## src/rtl/riscv_pkg.sv

```systemverilog
// Shared types and constants for the RISC-V hazard scoreboard.
// The entry-state enum is derived from outs/cnt, not stored.
package riscv_pkg;

    typedef enum logic [1:0] {
        IDLE    = 2'd0,
        PENDING = 2'd1,
        FWDABLE = 2'd2
    } ent_state_e;

    localparam int OUTS_MAX    = 3;
    localparam int MAX_LAT_DEF = 4;
    localparam int LAT_ALU     = 1;
    localparam int LAT_LOAD    = 2;
    localparam int LAT_MUL     = MAX_LAT_DEF;

endpackage

```

## src/rtl/riscv_hazard_scoreboard_if.sv

```systemverilog
// Decode/writeback <-> scoreboard bundle. The decode side is the master; the
// scoreboard is the slave.
interface riscv_hazard_scoreboard_if #(
    parameter int NREGS = 32,
    parameter int AW    = 5,
    parameter int LAT_W = 3
);
    logic             issue_valid;
    logic             issue_ready;
    logic [AW-1:0]    issue_rs1;
    logic [AW-1:0]    issue_rs2;
    logic             issue_use_rs1;
    logic             issue_use_rs2;
    logic             issue_we;
    logic [AW-1:0]    issue_rd;
    logic [LAT_W-1:0] issue_lat;
    logic             flush;
    logic             wb_valid;
    logic [AW-1:0]    wb_rd;
    logic             rs1_fwd;
    logic             rs2_fwd;
    logic             stall_raw;
    logic             stall_waw;
    logic [NREGS-1:0] busy;

    modport master (
        output issue_valid, issue_rs1, issue_rs2, issue_use_rs1, issue_use_rs2,
               issue_we, issue_rd, issue_lat, flush, wb_valid, wb_rd,
        input  issue_ready, rs1_fwd, rs2_fwd, stall_raw, stall_waw, busy
    );

    modport slave (
        input  issue_valid, issue_rs1, issue_rs2, issue_use_rs1, issue_use_rs2,
               issue_we, issue_rd, issue_lat, flush, wb_valid, wb_rd,
        output issue_ready, rs1_fwd, rs2_fwd, stall_raw, stall_waw, busy
    );

endinterface

```

## src/rtl/riscv_hazard_scoreboard_sb_entry.sv

```systemverilog
// Per-register scoreboard entry: outstanding-write count, forwarding countdown
// and the "issued last cycle" marker that a flush uses to squash the shadow write.
module sb_entry
    import riscv_pkg::*;
#(
    parameter int LAT_W = 3
) (
    input  logic             clk,
    input  logic             rst,
    input  logic             iss,
    input  logic [LAT_W-1:0] iss_lat,
    input  logic             wb,
    input  logic             flush,
    output ent_state_e       state,
    output logic             full
);
    logic [1:0]       outs, outs_n, outs_k;
    logic [LAT_W-1:0] cnt, cnt_n;
    logic             young, young_n;
    logic             kill, wb_dec;

    always_ff @(posedge clk or posedge rst) begin
        if (rst) begin
            outs  <= '0;
            cnt   <= '0;
            young <= 1'b0;
        end else begin
            outs  <= outs_n;
            cnt   <= cnt_n;
            young <= young_n;
        end
    end

    always_comb begin
        kill    = flush && young;
        // A squashed write is removed first so a same-cycle writeback cannot underflow.
        outs_k  = outs - {1'b0, kill};
        wb_dec  = wb && (outs_k != 2'd0);
        outs_n  = outs_k + {1'b0, iss} - {1'b0, wb_dec};
        young_n = iss;
        cnt_n   = (cnt != '0) ? cnt - LAT_W'(1) : '0;
        if (kill) cnt_n = '0;
        // The load already absorbs this edge's decrement.
        if (iss)  cnt_n = iss_lat - LAT_W'(1);

        state = IDLE;
        if (outs != 2'd0) state = (cnt != '0) ? PENDING : FWDABLE;
        full = (outs == 2'(OUTS_MAX));
    end

endmodule

```

## src/rtl/riscv_hazard_scoreboard.sv

```systemverilog
// Scoreboard hazard controller: per-register entries plus RAW/WAW reduction,
// issue gating and bypass select. Optional SCOREBOARD_PERF_EN adds a stall counter.
module riscv_hazard_scoreboard
    import riscv_pkg::*;
#(
    parameter int NREGS   = 32,
    parameter int AW      = 5,
    parameter int MAX_LAT = MAX_LAT_DEF,
    parameter int LAT_W   = 3
) (
    input  logic                      clk,
    input  logic                      rst,
    riscv_hazard_scoreboard_if.slave  sb
`ifdef SCOREBOARD_PERF_EN
    ,
    output logic [31:0]               perf_stall_cycles
`endif
);
    logic [NREGS-1:0] pend, fwdb, full, busy_v;
    logic [LAT_W-1:0] lat_eff;
    logic             raw, waw, ready, accept;

    always_comb begin
        lat_eff = sb.issue_lat;
        if (sb.issue_lat == '0)                   lat_eff = LAT_W'(1);
        else if (sb.issue_lat > LAT_W'(MAX_LAT))  lat_eff = LAT_W'(MAX_LAT);
    end

    // x0 has no entry; its slots read as IDLE so it never stalls or forwards.
    assign pend[0]   = 1'b0;
    assign fwdb[0]   = 1'b0;
    assign full[0]   = 1'b0;
    assign busy_v[0] = 1'b0;

    for (genvar r = 1; r < NREGS; r++) begin : g_ent
        ent_state_e st;

        sb_entry #(.LAT_W(LAT_W)) u_ent (
            .clk     (clk),
            .rst     (rst),
            .iss     (accept && sb.issue_we && (sb.issue_rd == AW'(r))),
            .iss_lat (lat_eff),
            .wb      (sb.wb_valid && (sb.wb_rd == AW'(r))),
            .flush   (sb.flush),
            .state   (st),
            .full    (full[r])
        );

        assign pend[r]   = (st == PENDING);
        assign fwdb[r]   = (st == FWDABLE);
        assign busy_v[r] = (st != IDLE);
    end

    always_comb begin
        raw    = (sb.issue_use_rs1 && pend[sb.issue_rs1]) ||
                 (sb.issue_use_rs2 && pend[sb.issue_rs2]);
        waw    = sb.issue_we && (pend[sb.issue_rd] || full[sb.issue_rd]);
        ready  = !raw && !waw && !sb.flush;
        accept = sb.issue_valid && ready;
    end

    assign sb.issue_ready = ready;
    assign sb.stall_raw   = raw;
    assign sb.stall_waw   = waw;
    assign sb.rs1_fwd     = sb.issue_use_rs1 && fwdb[sb.issue_rs1];
    assign sb.rs2_fwd     = sb.issue_use_rs2 && fwdb[sb.issue_rs2];
    assign sb.busy        = busy_v;

`ifdef SCOREBOARD_PERF_EN
    always_ff @(posedge clk or posedge rst) begin
        if (rst)
            perf_stall_cycles <= '0;
        else if (sb.issue_valid && !ready)
            perf_stall_cycles <= perf_stall_cycles + 32'd1;
    end
`endif

endmodule

```

## src/flat_wrapper.sv

```systemverilog
// flat-port wrapper written by rule: the top's interface ports become plain ports
module riscv_hazard_scoreboard_flat import riscv_pkg::*;
#(
    parameter int NREGS   = 32,
    parameter int AW      = 5,
    parameter int MAX_LAT = MAX_LAT_DEF,
    parameter int LAT_W   = 3
)
  (clk, rst, sb_issue_valid, sb_issue_rs1, sb_issue_rs2, sb_issue_use_rs1, sb_issue_use_rs2, sb_issue_we, sb_issue_rd, sb_issue_lat, sb_flush, sb_wb_valid, sb_wb_rd, sb_issue_ready, sb_rs1_fwd, sb_rs2_fwd, sb_stall_raw, sb_stall_waw, sb_busy);
  riscv_hazard_scoreboard_if #(.NREGS(NREGS), .AW(AW), .LAT_W(LAT_W)) sb_i ();
  input  logic clk;
  input  logic rst;
  input wire logic [$bits(sb_i.issue_valid)-1:0] sb_issue_valid;
  input wire logic [$bits(sb_i.issue_rs1)-1:0] sb_issue_rs1;
  input wire logic [$bits(sb_i.issue_rs2)-1:0] sb_issue_rs2;
  input wire logic [$bits(sb_i.issue_use_rs1)-1:0] sb_issue_use_rs1;
  input wire logic [$bits(sb_i.issue_use_rs2)-1:0] sb_issue_use_rs2;
  input wire logic [$bits(sb_i.issue_we)-1:0] sb_issue_we;
  input wire logic [$bits(sb_i.issue_rd)-1:0] sb_issue_rd;
  input wire logic [$bits(sb_i.issue_lat)-1:0] sb_issue_lat;
  input wire logic [$bits(sb_i.flush)-1:0] sb_flush;
  input wire logic [$bits(sb_i.wb_valid)-1:0] sb_wb_valid;
  input wire logic [$bits(sb_i.wb_rd)-1:0] sb_wb_rd;
  output wire logic [$bits(sb_i.issue_ready)-1:0] sb_issue_ready;
  output wire logic [$bits(sb_i.rs1_fwd)-1:0] sb_rs1_fwd;
  output wire logic [$bits(sb_i.rs2_fwd)-1:0] sb_rs2_fwd;
  output wire logic [$bits(sb_i.stall_raw)-1:0] sb_stall_raw;
  output wire logic [$bits(sb_i.stall_waw)-1:0] sb_stall_waw;
  output wire logic [$bits(sb_i.busy)-1:0] sb_busy;
  assign sb_i.issue_valid = sb_issue_valid;
  assign sb_i.issue_rs1 = sb_issue_rs1;
  assign sb_i.issue_rs2 = sb_issue_rs2;
  assign sb_i.issue_use_rs1 = sb_issue_use_rs1;
  assign sb_i.issue_use_rs2 = sb_issue_use_rs2;
  assign sb_i.issue_we = sb_issue_we;
  assign sb_i.issue_rd = sb_issue_rd;
  assign sb_i.issue_lat = sb_issue_lat;
  assign sb_i.flush = sb_flush;
  assign sb_i.wb_valid = sb_wb_valid;
  assign sb_i.wb_rd = sb_wb_rd;
  assign sb_issue_ready = sb_i.issue_ready;
  assign sb_rs1_fwd = sb_i.rs1_fwd;
  assign sb_rs2_fwd = sb_i.rs2_fwd;
  assign sb_stall_raw = sb_i.stall_raw;
  assign sb_stall_waw = sb_i.stall_waw;
  assign sb_busy = sb_i.busy;
  riscv_hazard_scoreboard #(.NREGS(NREGS), .AW(AW), .MAX_LAT(MAX_LAT), .LAT_W(LAT_W)) u_core (.clk(clk), .rst(rst), .sb(sb_i));
endmodule
```

## config.mk

```make
export PLATFORM = sky130hd
export DESIGN_NAME = riscv_hazard_scoreboard_flat
export DESIGN_NICKNAME = d
export VERILOG_FILES = /design/src/rtl/riscv_pkg.sv /design/src/rtl/riscv_hazard_scoreboard_if.sv /design/src/rtl/riscv_hazard_scoreboard_sb_entry.sv /design/src/rtl/riscv_hazard_scoreboard.sv /design/src/flat_wrapper.sv
export SDC_FILE = /design/constraint.sdc
export NUM_CORES = 1
export LEC_CHECK = 0
export BUFFER_PORTS_ARGS = -buffer_cell sky130_fd_sc_hd__buf_2
export CORE_ASPECT_RATIO = 1.75
export CORE_MARGIN = 1.5
export CORE_UTILIZATION = 61
export DETAILED_ROUTE_END_ITERATION = 7
export PLACE_DENSITY = 0.79
export SYNTH_ARGS = -nofsm -noshare
export SYNTH_HDL_FRONTEND = slang
export SYNTH_SLANG_ARGS = --single-unit
export TNS_END_PERCENT = 20
```

## constraint.sdc

```tcl
create_clock -name clk -period 10.3 [get_ports clk]
set_input_delay 0.515 -clock clk [delete_from_list [all_inputs] [get_ports clk]]
set_output_delay 0.515 -clock clk [all_outputs]
set_load 0.05 [all_outputs]
```

Word-level counts from Yosys, hierarchy flattened

Cells that the tools add are included.

Logic and storage cells: 809
Input bits: 31
Output and inout port bits: 37
Flip-flop bits (word level): 186

Add/sub/neg operators: 125
Equal/unequal tests: 155
Reductions and logical operators: 263
$lt $le $gt $ge: 4
Mux-type cells: 169

Operators by type and width:

| cell                                                                  | count |
|---|---|
| 3-bit two-way mux                                                     | 95 |
| 2-bit nonzero test                                                    | 93 |
| 5-bit equality test, second input constant                            | 32 |
| 1-bit logical AND                                                     | 133 |
| 2-bit equality test, second input constant                            | 62 |
| 2-bit two-way mux                                                     | 62 |
| 2-bit by 1-bit subtractor with 2-bit output                           | 62 |
| 3-bit by 1-bit subtractor with 3-bit output, second input constant    | 32 |
| 3-bit nonzero test                                                    | 31 |
| 5-bit by 4-bit equality test with 1-bit output, second input constant | 16 |
| 2-bit by 1-bit adder with 2-bit output                                | 31 |
| 2-bit by 1-bit equality test with 1-bit output, second input constant | 31 |
| 5-bit by 3-bit equality test with 1-bit output, second input constant | 8 |
| 1-bit binary-select mux with 5-bit select                             | 6 |
| 5-bit by 2-bit equality test with 1-bit output, second input constant | 4 |
| 5-bit by 6-bit < comparator with 1-bit output, second input constant  | 3 |
| 5-bit by 1-bit equality test with 1-bit output, second input constant | 2 |
| 1-bit two-way mux                                                     | 6 |
| 3-bit greater-than comparator, second input constant                  | 1 |
| 1-bit logical NOT                                                     | 3 |
| 3-bit logical NOT                                                     | 1 |
| 1-bit logical OR                                                      | 2 |

Longest topological paths before layout

Gate-level depths: netlist of the first run.

Word-level depth: 16
Mapped depth: 16
Depth with buffers taken out: 11

By module

From an unflattened synthesis of the first run, not the netlist that was laid out.

Cells, all modules: 1563
Area, all modules: 14891.8 um^2

By module, submodules not included:

| module                  | cells an instance | times used | area an instance (um^2) |
|---|---|---|---|
| sb_entry                | 37                | 31         | 372.9 |
| riscv_hazard_scoreboard | 416               | 1          | 3333.2 |

Least setup slack after synthesis of the first run

Ideal clock, no wire load.

Path kind: input to output
Start: input sb_issue_rd[1]
End: output sb_issue_ready
Path buffers: 4
Arrival time: 3.711 ns
Cell stages on the path: 12
Required time: 9.785 ns
Path slack: 6.074 ns
Cells stage by stage: buf_2 -> buf_2 -> buf_2 -> nand2b_1 -> o22ai_1 -> nor3_1 -> a21oi_1 -> a21oi_1 -> o311ai_4 -> buf_6 -> and3_1 -> nor3_1

Cells in the longest elaborated chain, start to end: 7
Elaborated cells between the ends (all ways): 9

RTL lines:

| element                                   | line                          | source |
|---|---|---|
| start: declaration                        | flat_wrapper.sv:19            | `input wire logic [$bits(sb_i.issue_rd)-1:0] sb_issue_rd;` |
| 1-bit binary-select mux with 5-bit select | riscv_hazard_scoreboard.sv:57 | `waw = sb.issue_we && (pend[sb.issue_rd] \|\| full[sb.issue_rd]);` |
| 1-bit two-way mux (not written as such)   | riscv_hazard_scoreboard.sv:57 |  |
| 1-bit logical OR *                        | riscv_hazard_scoreboard.sv:57 |  |
| 1-bit logical AND *                       | riscv_hazard_scoreboard.sv:57 |  |
| via sb_stall_waw                          | flat_wrapper.sv:28            | `output wire logic [$bits(sb_i.stall_waw)-1:0] sb_stall_waw;` |
| 1-bit logical NOT *                       | riscv_hazard_scoreboard.sv:58 | `ready = !raw && !waw && !sb.flush;` |
| 1-bit logical AND * (2 in series)         | riscv_hazard_scoreboard.sv:58 |  |
| end: declaration                          | flat_wrapper.sv:24            | `output wire logic [$bits(sb_i.issue_ready)-1:0] sb_issue_ready;` |

Mark *: on every way through the listed nets, which the timed path passes. The rest lies on a longest branch. The select of a mux whose other input is x is not followed.

Worst setup path in the final report of the first run

Start: input sb_issue_rd[1]
End: output sb_issue_ready

Cells in the longest elaborated chain, start to end: 7
Elaborated cells between the ends (all ways): 9

RTL lines:

| element                                   | line |
|---|---|
| 1-bit binary-select mux with 5-bit select | riscv_hazard_scoreboard.sv:57 |
| 1-bit two-way mux (not written as such)   | riscv_hazard_scoreboard.sv:57 |
| 1-bit logical OR *                        | riscv_hazard_scoreboard.sv:57 |
| 1-bit logical AND *                       | riscv_hazard_scoreboard.sv:57 |
| 1-bit logical NOT *                       | riscv_hazard_scoreboard.sv:58 |
| 1-bit logical AND * (2 in series)         | riscv_hazard_scoreboard.sv:58 |

Mark *: on every way between the ends. The rest lies on a longest branch, timed or not. The select of a mux whose other input is x is not followed.

==> impl_metrics.yaml, run 1 <==
outcome:
  status: "finished, final reports clean"
worst_setup_path:
  slowest_delay_ns: 0.78
  crit_buf_inv: 4
  cp_slowest_cell: "nand2_1"
  crit_chain: "buf_2 > nand2_1 > inv_1 > nand2_1 > nor2_1 > a2111oi_0 > nand3_2 > buf_4 > and3_1 > nor3_1 > buf_2"
  critical_path.max_fanout: 35
  end_kind: "output port"
  worst_path_dominant_cell_family: "simple AND/OR/NAND/NOR gates"
  startpoint_type: "primary input"
  reg2reg_slack_ns: 5.91
  crit_required_ns: 9.79
  crit_type: "in -> out"
  cp_data_arrival_time_ns: 4.12
drt:
  dr.first_iter.drc_count: 846
  drc: 0
  firstDrtPassIters: 8
  final_antenna_net_count: 0
  wire_per_inst_um: 22.1
  via_count: 10844
  wl_um: 37800
  viasPerCell: 6.34
clock_network:
  cts_buffer_depth: 2
  cts_hold_buf: 0
  post_cts.repair.setup_buffers: 0
  numCtsBuffers: 17
  cts_resized: 0
  worstSkewPairLatency_ns: 0.46
  cts_tree: "built"
  root_buffer: "clkbuf_16"
  htree_levels: 4
  path_clk_slew_ns: 0.06
  cts.sinks: 186
yosys:
  yosysTopAreaCell: "dfrtp_1"
  yosysWarnings: 0
  netlist.area_leader.share: 0.352
  synth_cell_types: 66
  ys_seq_elements: 186
  ys_top_cells_by_area: "dfrtp_1 (35%), ha_1 (8.9%), mux2i_1 (7.5%), nand2_1 (4.8%), nor4_4 (4.5%)"
  ys_seq_area_frac: 0.352
  synth-edff-count: 0
  avgSynthCellArea_um2: 9.69
  async_flop_share: 1.00
  synth_flop_cell: "dfrtp_1"
  syn_area_um2: 13200
  syn-num-nets: 1489
  syn_inst: 1364
sta:
  tightest_slew_ns: 1.08
  post-route-min-period_ns: 4.63
  finalCritPeriodShare: 0.450
  rsz0062_at_grt: "no"
  finalHoldViolCount: 0
  slew_headroom: 0.272
  setup_tns_ns: 0
  drv_slew: 0
  max_freq_ghz: 0.216
  setup_viol: 0
  fin_skew_ns: 0.0120
global_routing:
  grt_pass1_vias: 10963
  grt-ovfl-total: 0
  grt_max_degree: 117
  grt_pass1_wl_um: 58200
  antenna_found_initial: 0
  grt.total_usage: 0.347
layout:
  multiInputGateArea_um2: 8050
  drive_gt1_frac: 0.140
  area_delta_synth_final_pct: 8.69
  layout_commonest_cell: "dfrtp_1"
  register_area_um2: 4650
  fillers: 1690
  final_util: 0.671
  stdcell_count: 1710
  diodes: 0
  finalNetCount: 1531
  mostFrequentLayoutCells: "dfrtp_1 (186), nand2_1 (168), nor2_1 (123)"
placement:
  io_buffer_count: 66
  dp_cells: 1679
  dp_hpwl_um: 27600
  gp_congestion: 0.986
floorplan:
  io_pins: 68
  core-area_um2: 21400
  rows: 71
  chipHeight_um: 198
  die_w_um: 114
  dieArea_um2: 22600
  start_util: 0.617
pwr:
  peakVddDrop_mv: 0.180
  powerDensity_nw_per_um2: 195
  p_leak_nw: 6.53
  power_w: 0.00280
worst_hold_path:
  hp-class: "in -> async"
flow_run:
  maxCapViolCount: 0
==> where the power goes <==
group | switching [W] | total [W] | internal [W]
sequential | 0.000139 | 0.000985 | 0.000846
clock | 0.000284 | 0.000666 | 0.000382
combinational | 0.000752 | 0.00115 | 0.000395
==> synth_stat cells, types with 20 or more instances <==
cell        n
mux4_2     21
clkbuf_1   26
o21ai_0    28
nor3_1     29
a21o_1     31
or3_1      21
dfrtp_1   186
xnor2_1    63
a21oi_1    36
nand2_1   168
and2_1     35
ha_1       94
nor4_4     28
nand3_1    28
nand3b_1   20
or2_2      31
nor2_1    123
inv_1      72
xor2_1     31
mux2i_1    99
==> worst paths after layout <==
| kind | start | to | cells past startpoint |
|---|---|---|---|
| worst max-delay path | sb_issue_rd[1] | sb_issue_ready | 11 |
| worst min-delay path | rst | u_core.g_ent[12].u_ent.cnt[1] | 2 |
| worst max register to register | u_core.g_ent[25].u_ent.cnt[2] | u_core.g_ent[18].u_ent.outs[1] | 11 |
| worst min register to register | u_core.g_ent[2].u_ent.cnt[2] | u_core.g_ent[2].u_ent.cnt[2] | 2 |
| max in group asynchronous | rst | u_core.g_ent[28].u_ent.cnt[2] | 3 |
| min in group clk | sb_issue_rd[4] | u_core.g_ent[26].u_ent.young | 3 |
==> area by class of cell <==
cell class / count / area share
clock inverter: 6 / 0.00610
multi-input combinational: 1049 / 0.560
sequential: 186 / 0.324
timing repair buffer: 80 / 0.0303
tap: 292 / 0.0254
clock buffer: 25 / 0.0345
inverter: 72 / 0.0193
==> cells by family after synthesis <==
logic type / synth area share
XOR/XNOR: 0.0623
multiplexers: 0.111
AO/OA/AOI/OAI: 0.0994
AND/OR/NAND/NOR: 0.246
adder cells (fa/ha/maj): 0.0890
flip-flops: 0.352
buffers and inverters: 0.0408
other: 0.000284
==> per-stage QoR <==
stage	area, um^2	hold slack, ns	setup WS [ns]
2_1_floorplan	13200	0.533	4.73
3_3_place_gp	13800	0.553	5.87
3_5_place_dp	13800	0.565	5.74
4_1_cts	14400	0.239	5.77
5_1_grt	14400	0.274	5.49
6_report	14400	0.174	5.67
==> registers in the layout (all words and copies together) (netlist names) <==
signal and count:
u_core.g_ent.u_ent.young 31, u_core.g_ent.u_ent.outs 62, u_core.g_ent.u_ent.cnt 93
==> worst register-to-register path, delay by kind of cell, from the launching register on <==
family                   cells  cell delay [ns]
AO/OA/AOI/OAI                3             1.46
XOR/XNOR                     2             0.33
adder cells (fa/ha/maj)      1             0.28
buffers and inverters        1             0.49
flip-flops                   1             0.43
AND/OR/NAND/NOR              4             1.32
==> per-layer routing <==
layer | part of all wire | up-vias | global-route usage
met5 | 0 | - | 0
met4 | 0.099 | 0 | 0.305
met3 | 0.055 | 188 | 0.0655
met2 | 0.50 | 443 | 0.596
met1 | 0.34 | 5320 | 0.356
li1 | - | 4893 | -
(Power assumes the default switching activity.)
==> run 2: changes to the inputs <==
Settings changed: CORE_UTILIZATION 61 to 57, PLACE_DENSITY 0.79 to 0.78.
Clock period 10.3 ns to 3.9 ns, I/O delays scaled along.
==> run 2 against run 1 <==
Clock-buffer cell count fell by 1. Sequential power rose to 2.6 times the previous value. Cell area rose by 1.9%. Non-clock buffer count rose by 33. Die area rose by 6.9%. Register-to-register slack got worse by 5.6 ns. Hold slack got worse by 0.077 ns. Sequential share of layout area fell by 0.59 points. Routed wire length rose by 1.1%. Critical endpoint is now u_core.g_ent[9].u_ent.outs[1]. Largest cell class unchanged. Largest power group unchanged.
==> impl_metrics.yaml, run 2 (synthesis gave the netlist of run 1 again) <==
outcome:
  status: "finished, final reports clean"
global_routing:
  grt-ovfl-total: 0
  grt.total_usage: 0.329
  antenna_found_initial: 0
  grt_max_degree: 100
  grt_pass1_wl_um: 59500
  grt_pass1_vias: 11132
worst_setup_path:
  r2r_start: "u_core.g_ent[25].u_ent.cnt[2]"
  cp.depth: 11
  worst_path_dominant_cell_family: "compound AO/OA/AOI/OAI gates"
  crit_required_ns: 4.29
  startpoint_type: "flip-flop"
  reg2reg_depth: 11
  slowest_delay_ns: 0.58
  crit_buf_inv: 0
  cp-startpoint: "u_core.g_ent[25].u_ent.cnt[2]"
  end_kind: "flip-flop"
  crit_chain: "o32ai_1 > nor2_1 > a2111oi_0 > nor4_1 > a311oi_2 > nand4_4 > or2_1 > nor3_1 > ha_1 > xor2_1 > xnor2_1"
  crit_type: "reg -> reg"
  cp_data_arrival_time_ns: 3.98
  cp_slowest_cell: "o32ai_1"
  critical_path.max_fanout: 11
clock_network:
  cts_buffer_depth: 2
  cts.sinks: 186
  worstSkewPairLatency_ns: 0.46
  cts_tree: "built"
  cts_hold_buf: 1
  numCtsBuffers: 17
  htree_levels: 4
  root_buffer: "clkbuf_16"
  cts_resized: 0
  path_clk_slew_ns: 0.07
  post_cts.repair.setup_buffers: 0
layout:
  area_delta_synth_final_pct: 10.7
  regMostFlops: "u_core.g_ent.u_ent.cnt"
  largestRegisters: "u_core.g_ent.u_ent.cnt (93), u_core.g_ent.u_ent.outs (62), u_core.g_ent.u_ent.young (31)"
  drive_gt1_frac: 0.159
  layout_commonest_cell: "dfrtp_1"
  mostFrequentLayoutCells: "dfrtp_1 (186), nand2_1 (168), nor2_1 (123)"
  finalNetCount: 1564
  stdcell_count: 1751
  fillers: 1868
  largest_reg_flops: 93
floorplan:
  start_util: 0.581
  core-area_um2: 22700
  io_pins: 68
  chipHeight_um: 204
  rows: 73
  die_w_um: 118
  dieArea_um2: 24200
drt:
  via_count: 10849
  dr.first_iter.drc_count: 936
  wl_um: 38200
  firstDrtPassIters: 6
  viasPerCell: 6.20
  wire_per_inst_um: 21.8
  drc: 0
  final_antenna_net_count: 0
placement:
  gp_congestion: 0.990
  io_buffer_count: 66
  dp_hpwl_um: 28200
  dp_cells: 1719
worst_hold_path:
  hp-class: "in -> reg"
  whs_path_depth: 3
  hp-start: "sb_issue_rd[4]"
sta:
  slew_headroom: 0.190
  fin_skew_ns: 0.0126
  finalHoldViolCount: 0
  drv_slew: 0
  tightest_slew_ns: 1.21
  max_freq_ghz: 0.279
  rsz0062_at_grt: "no"
  setup_viol: 0
  post-route-min-period_ns: 3.59
  finalCritPeriodShare: 0.921
  setup_tns_ns: 0
pwr:
  p_leak_nw: 6.67
  powerDensity_nw_per_um2: 501
  peakVddDrop_mv: 0.411
flow_run:
  maxCapViolCount: 0
## run 2: path summary, 6_finish.rpt
path,to,slack [ns]
worst max-delay path,u_core.g_ent[9].u_ent.outs[1],0.31
worst min-delay path,u_core.g_ent[30].u_ent.young,0.1
worst max register to register,u_core.g_ent[9].u_ent.outs[1],0.31
worst min register to register,u_core.g_ent[3].u_ent.cnt[2],0.57
max in group asynchronous,u_core.g_ent[24].u_ent.outs[1],2.39
min in group asynchronous,u_core.g_ent[22].u_ent.cnt[0],0.41
## run 2: final cells by class
type / count / area [um^2] / area share
diodes: 1 / 2.50 / 0.000171
clock buffers: 24 / 492 / 0.0336
clock inverters: 6 / 65.1 / 0.00445
inverters: 72 / 274 / 0.0187
multi-input cells: 1049 / 8050 / 0.550
flip-flops and latches: 186 / 4650 / 0.318
well taps: 300 / 375 / 0.0256
repair buffers: 113 / 723 / 0.0494
## run 2: worst min-delay path: stages
cell     delay, ns
buf_2         0.18
nand2_1       0.09
nor3_1        0.06
## run 2: through the flow
| step | worst slack [ns] | power [W] | cell area (um^2) | util | hold WS, ns |
|---|---|---|---|---|---|
| after CTS | 0.323 | 0.00734 | 14600 | 0.643 | 0.0703 |
| after global routing | 0.0889 | 0.00768 | 14600 | 0.643 | 0.113 |
| after floorplan | 0.261 | 0.00480 | 13200 | - | 0.408 |
| after detailed placement | 0.408 | 0.00565 | 14100 | 0.619 | 0.367 |
| final | 0.310 | 0.00734 | 14600 | 0.644 | 0.0975 |
| after global placement | 0.477 | 0.00556 | 14100 | 0.619 | 0.363 |
## run 2: power by group
| group | switching [W] | internal, W | leakage, nW |
|---|---|---|---|
| clock network | 0.000750 | 0.000938 | 0.260 |
| registers | 0.000363 | 0.00223 | 2.49 |
| logic | 0.00199 | 0.00106 | 3.92 |
| total | 0.00311 | 0.00423 | 6.67 |
## run 2: routing by layer
metal / share of wire / vias to the layer above / track usage
met1: 0.35 / 5306 / 0.339
li1: - / 4980 / -
met2: 0.52 / 407 / 0.585
met4: 0.081 / 0 / 0.259
met5: 0 / - / 0
met3: 0.052 / 156 / 0.0564
==> run 3: changes to the inputs <==
Settings changed: PLACE_DENSITY 0.78 to 0.88.
==> run 3 against run 2 <==
Cell area rose by 0.14%. Routed wire length rose by 5.5%. Sequential cell count did not move. Total power rose by 2.8%. Clock skew fell by 0.0031 ns. Via count rose by 4.4%. Clock-buffer cell count fell by 6. Setup slack got worse by 0.045 ns. Non-clock buffer count did not move. Fmax fell by 1.2%.
==> impl_metrics.yaml, run 3 (synthesis gave the netlist of run 1 again) <==
floorplan:
  dieArea_um2: 24200
  core-area_um2: 22700
  die_w_um: 118
  start_util: 0.581
  rows: 73
  chipHeight_um: 204
  io_pins: 68
layout:
  mostFrequentLayoutCells: "dfrtp_1 (186), nand2_1 (168), nor2_1 (123)"
  regMostFlops: "u_core.g_ent.u_ent.cnt"
  multiInputGateArea_um2: 8050
  register_area_um2: 4650
  finalNetCount: 1564
  largestRegisters: "u_core.g_ent.u_ent.cnt (93), u_core.g_ent.u_ent.outs (62), u_core.g_ent.u_ent.young (31)"
  layout_commonest_cell: "dfrtp_1"
  stdcell_count: 1753
  largest_reg_flops: 93
  area_delta_synth_final_pct: 10.9
  fillers: 1729
  final_util: 0.644
  drive_gt1_frac: 0.161
clock_network:
  worstSkewPairLatency_ns: 0.47
  cts.sinks: 186
  cts_resized: 0
  cts_buffer_depth: 2
  cts_tree: "built"
  path_clk_slew_ns: 0.07
  root_buffer: "clkbuf_16"
  numCtsBuffers: 17
  htree_levels: 4
worst_setup_path:
  startpoint_type: "flip-flop"
  critical_path.max_fanout: 16
  reg2reg_slack_ns: 0.26
  reg2reg_depth: 11
  r2r_start: "u_core.g_ent[22].u_ent.cnt[2]"
  end_kind: "flip-flop"
  cp-startpoint: "u_core.g_ent[22].u_ent.cnt[2]"
  worstReg2RegEnd: "u_core.g_ent[18].u_ent.outs[1]"
  crit_required_ns: 4.30
  cp_data_arrival_time_ns: 4.03
  crit_type: "reg -> reg"
worst_hold_path:
  hp-class: "in -> reg"
  whs_path_depth: 3
  hp-start: "sb_issue_rd[4]"
  hold_end: "u_core.g_ent[26].u_ent.young"
sta:
  setup_tns_ns: 0
  max_freq_ghz: 0.275
  rsz0062_at_grt: "no"
  finalHoldViolCount: 0
  post-route-min-period_ns: 3.64
  slew_headroom: 0.223
  drv_slew: 0
  tightest_slew_ns: 1.16
  finalCritPeriodShare: 0.932
  fin_skew_ns: 0.00950
  setup_viol: 0
drt:
  viasPerCell: 6.46
  wire_per_inst_um: 23.0
  drc: 0
  wl_um: 40300
  via_count: 11328
  firstDrtPassIters: 6
  final_antenna_net_count: 0
  dr.first_iter.drc_count: 1117
pwr:
  p_leak_nw: 6.67
  peakVddDrop_mv: 0.337
  powerDensity_nw_per_um2: 515
global_routing:
  grt.total_usage: 0.344
  grt_pass1_vias: 11754
  grt_pass1_wl_um: 62700
  grt_max_degree: 76
  antenna_found_initial: 2
  grt-ovfl-total: 0
placement:
  dp_cells: 1719
  io_buffer_count: 66
  dp_hpwl_um: 29000
  gp_congestion: 1.02
flow_run:
  maxCapViolCount: 0
outcome:
  status: "finished, final reports clean"
-- run 3: changes by cell type in the layout (fill, tap and decap cells not counted), sizes merged --
cell,change
clkinv,+3
bufinv,+2
inv,+2
clkinvlp,+1
clkbuf,-6
-- run 3: cell type report --
cell class,count,area share
timing repair buffer,113,0.0476
multi-input combinational,1049,0.549
clock buffer,18,0.0293
antenna,1,0.000171
clock inverter,14,0.0118
tap,300,0.0256
inverter,72,0.0187
sequential,186,0.318
-- run 3: worst max path at each step --
| stage | end | slack [ns] | cells past startpoint |
|---|---|---|---|
| 5_1_grt | u_core.g_ent[29].u_ent.outs[1] | 0.06 | 12 |
| 3_3_place_gp | u_core.g_ent[19].u_ent.outs[1] | 0.53 | 11 |
| 4_1_cts | u_core.g_ent[18].u_ent.outs[1] | 0.40 | 12 |
| 6_report | u_core.g_ent[18].u_ent.outs[1] | 0.26 | 11 |
| 2_1_floorplan | sb_issue_ready | 0.26 | 7 |
| 3_5_place_dp | u_core.g_ent[18].u_ent.outs[1] | 0.44 | 13 |
-- run 3: worst max-delay path, stage by stage, from the launching register on --
cell and delay, ns:
dfrtp_1 0.42, o32a_1 0.54, o22ai_1 0.55, o211ai_1 0.25, nor4_4 0.25, nand4_4 0.14, buf_4 0.29, nor4_1 0.42
buf_4 0.21, ha_1 0.15, xor2_1 0.18, xnor2_1 0.14
-- run 3: per-stage QoR --
stage / hold WS, ns / worst slack (ns) / total power [W] / area, um^2
detailed placement: 0.412 / 0.438 / 0.00566 / 14000
floorplan: 0.408 / 0.261 / 0.00480 / 13200
CTS: 0.0437 / 0.400 / 0.00749 / 14700
global placement: 0.407 / 0.533 / 0.00553 / 14000
global route: 0.0796 / 0.0611 / 0.00786 / 14700
finish: 0.0672 / 0.265 / 0.00754 / 14700
-- run 3: timing repair --
action	in CTS	in global routing
setup endpoints to repair	0	0
endpoints found under the hold margin	37	0
buffers inserted	0	0
hold buffers	1	0
-- run 3: power by group --
group	leakage [nW]	total [W]	internal, W	switching [W]
logic	3.90	0.00311	0.00107	0.00205
clock network	0.279	0.00182	0.00101	0.000809
registers	2.49	0.00261	0.00223	0.000381
total	6.67	0.00754	0.00431	0.00324
-- run 3: layer usage --
metal,GRT usage,vias to the layer above,wire [um]
li1,-,4980,-
met1,0.341,5577,13600
met2,0.600,554,20400
met3,0.0636,215,2460
met4,0.321,2,3890
met5,0,-,14
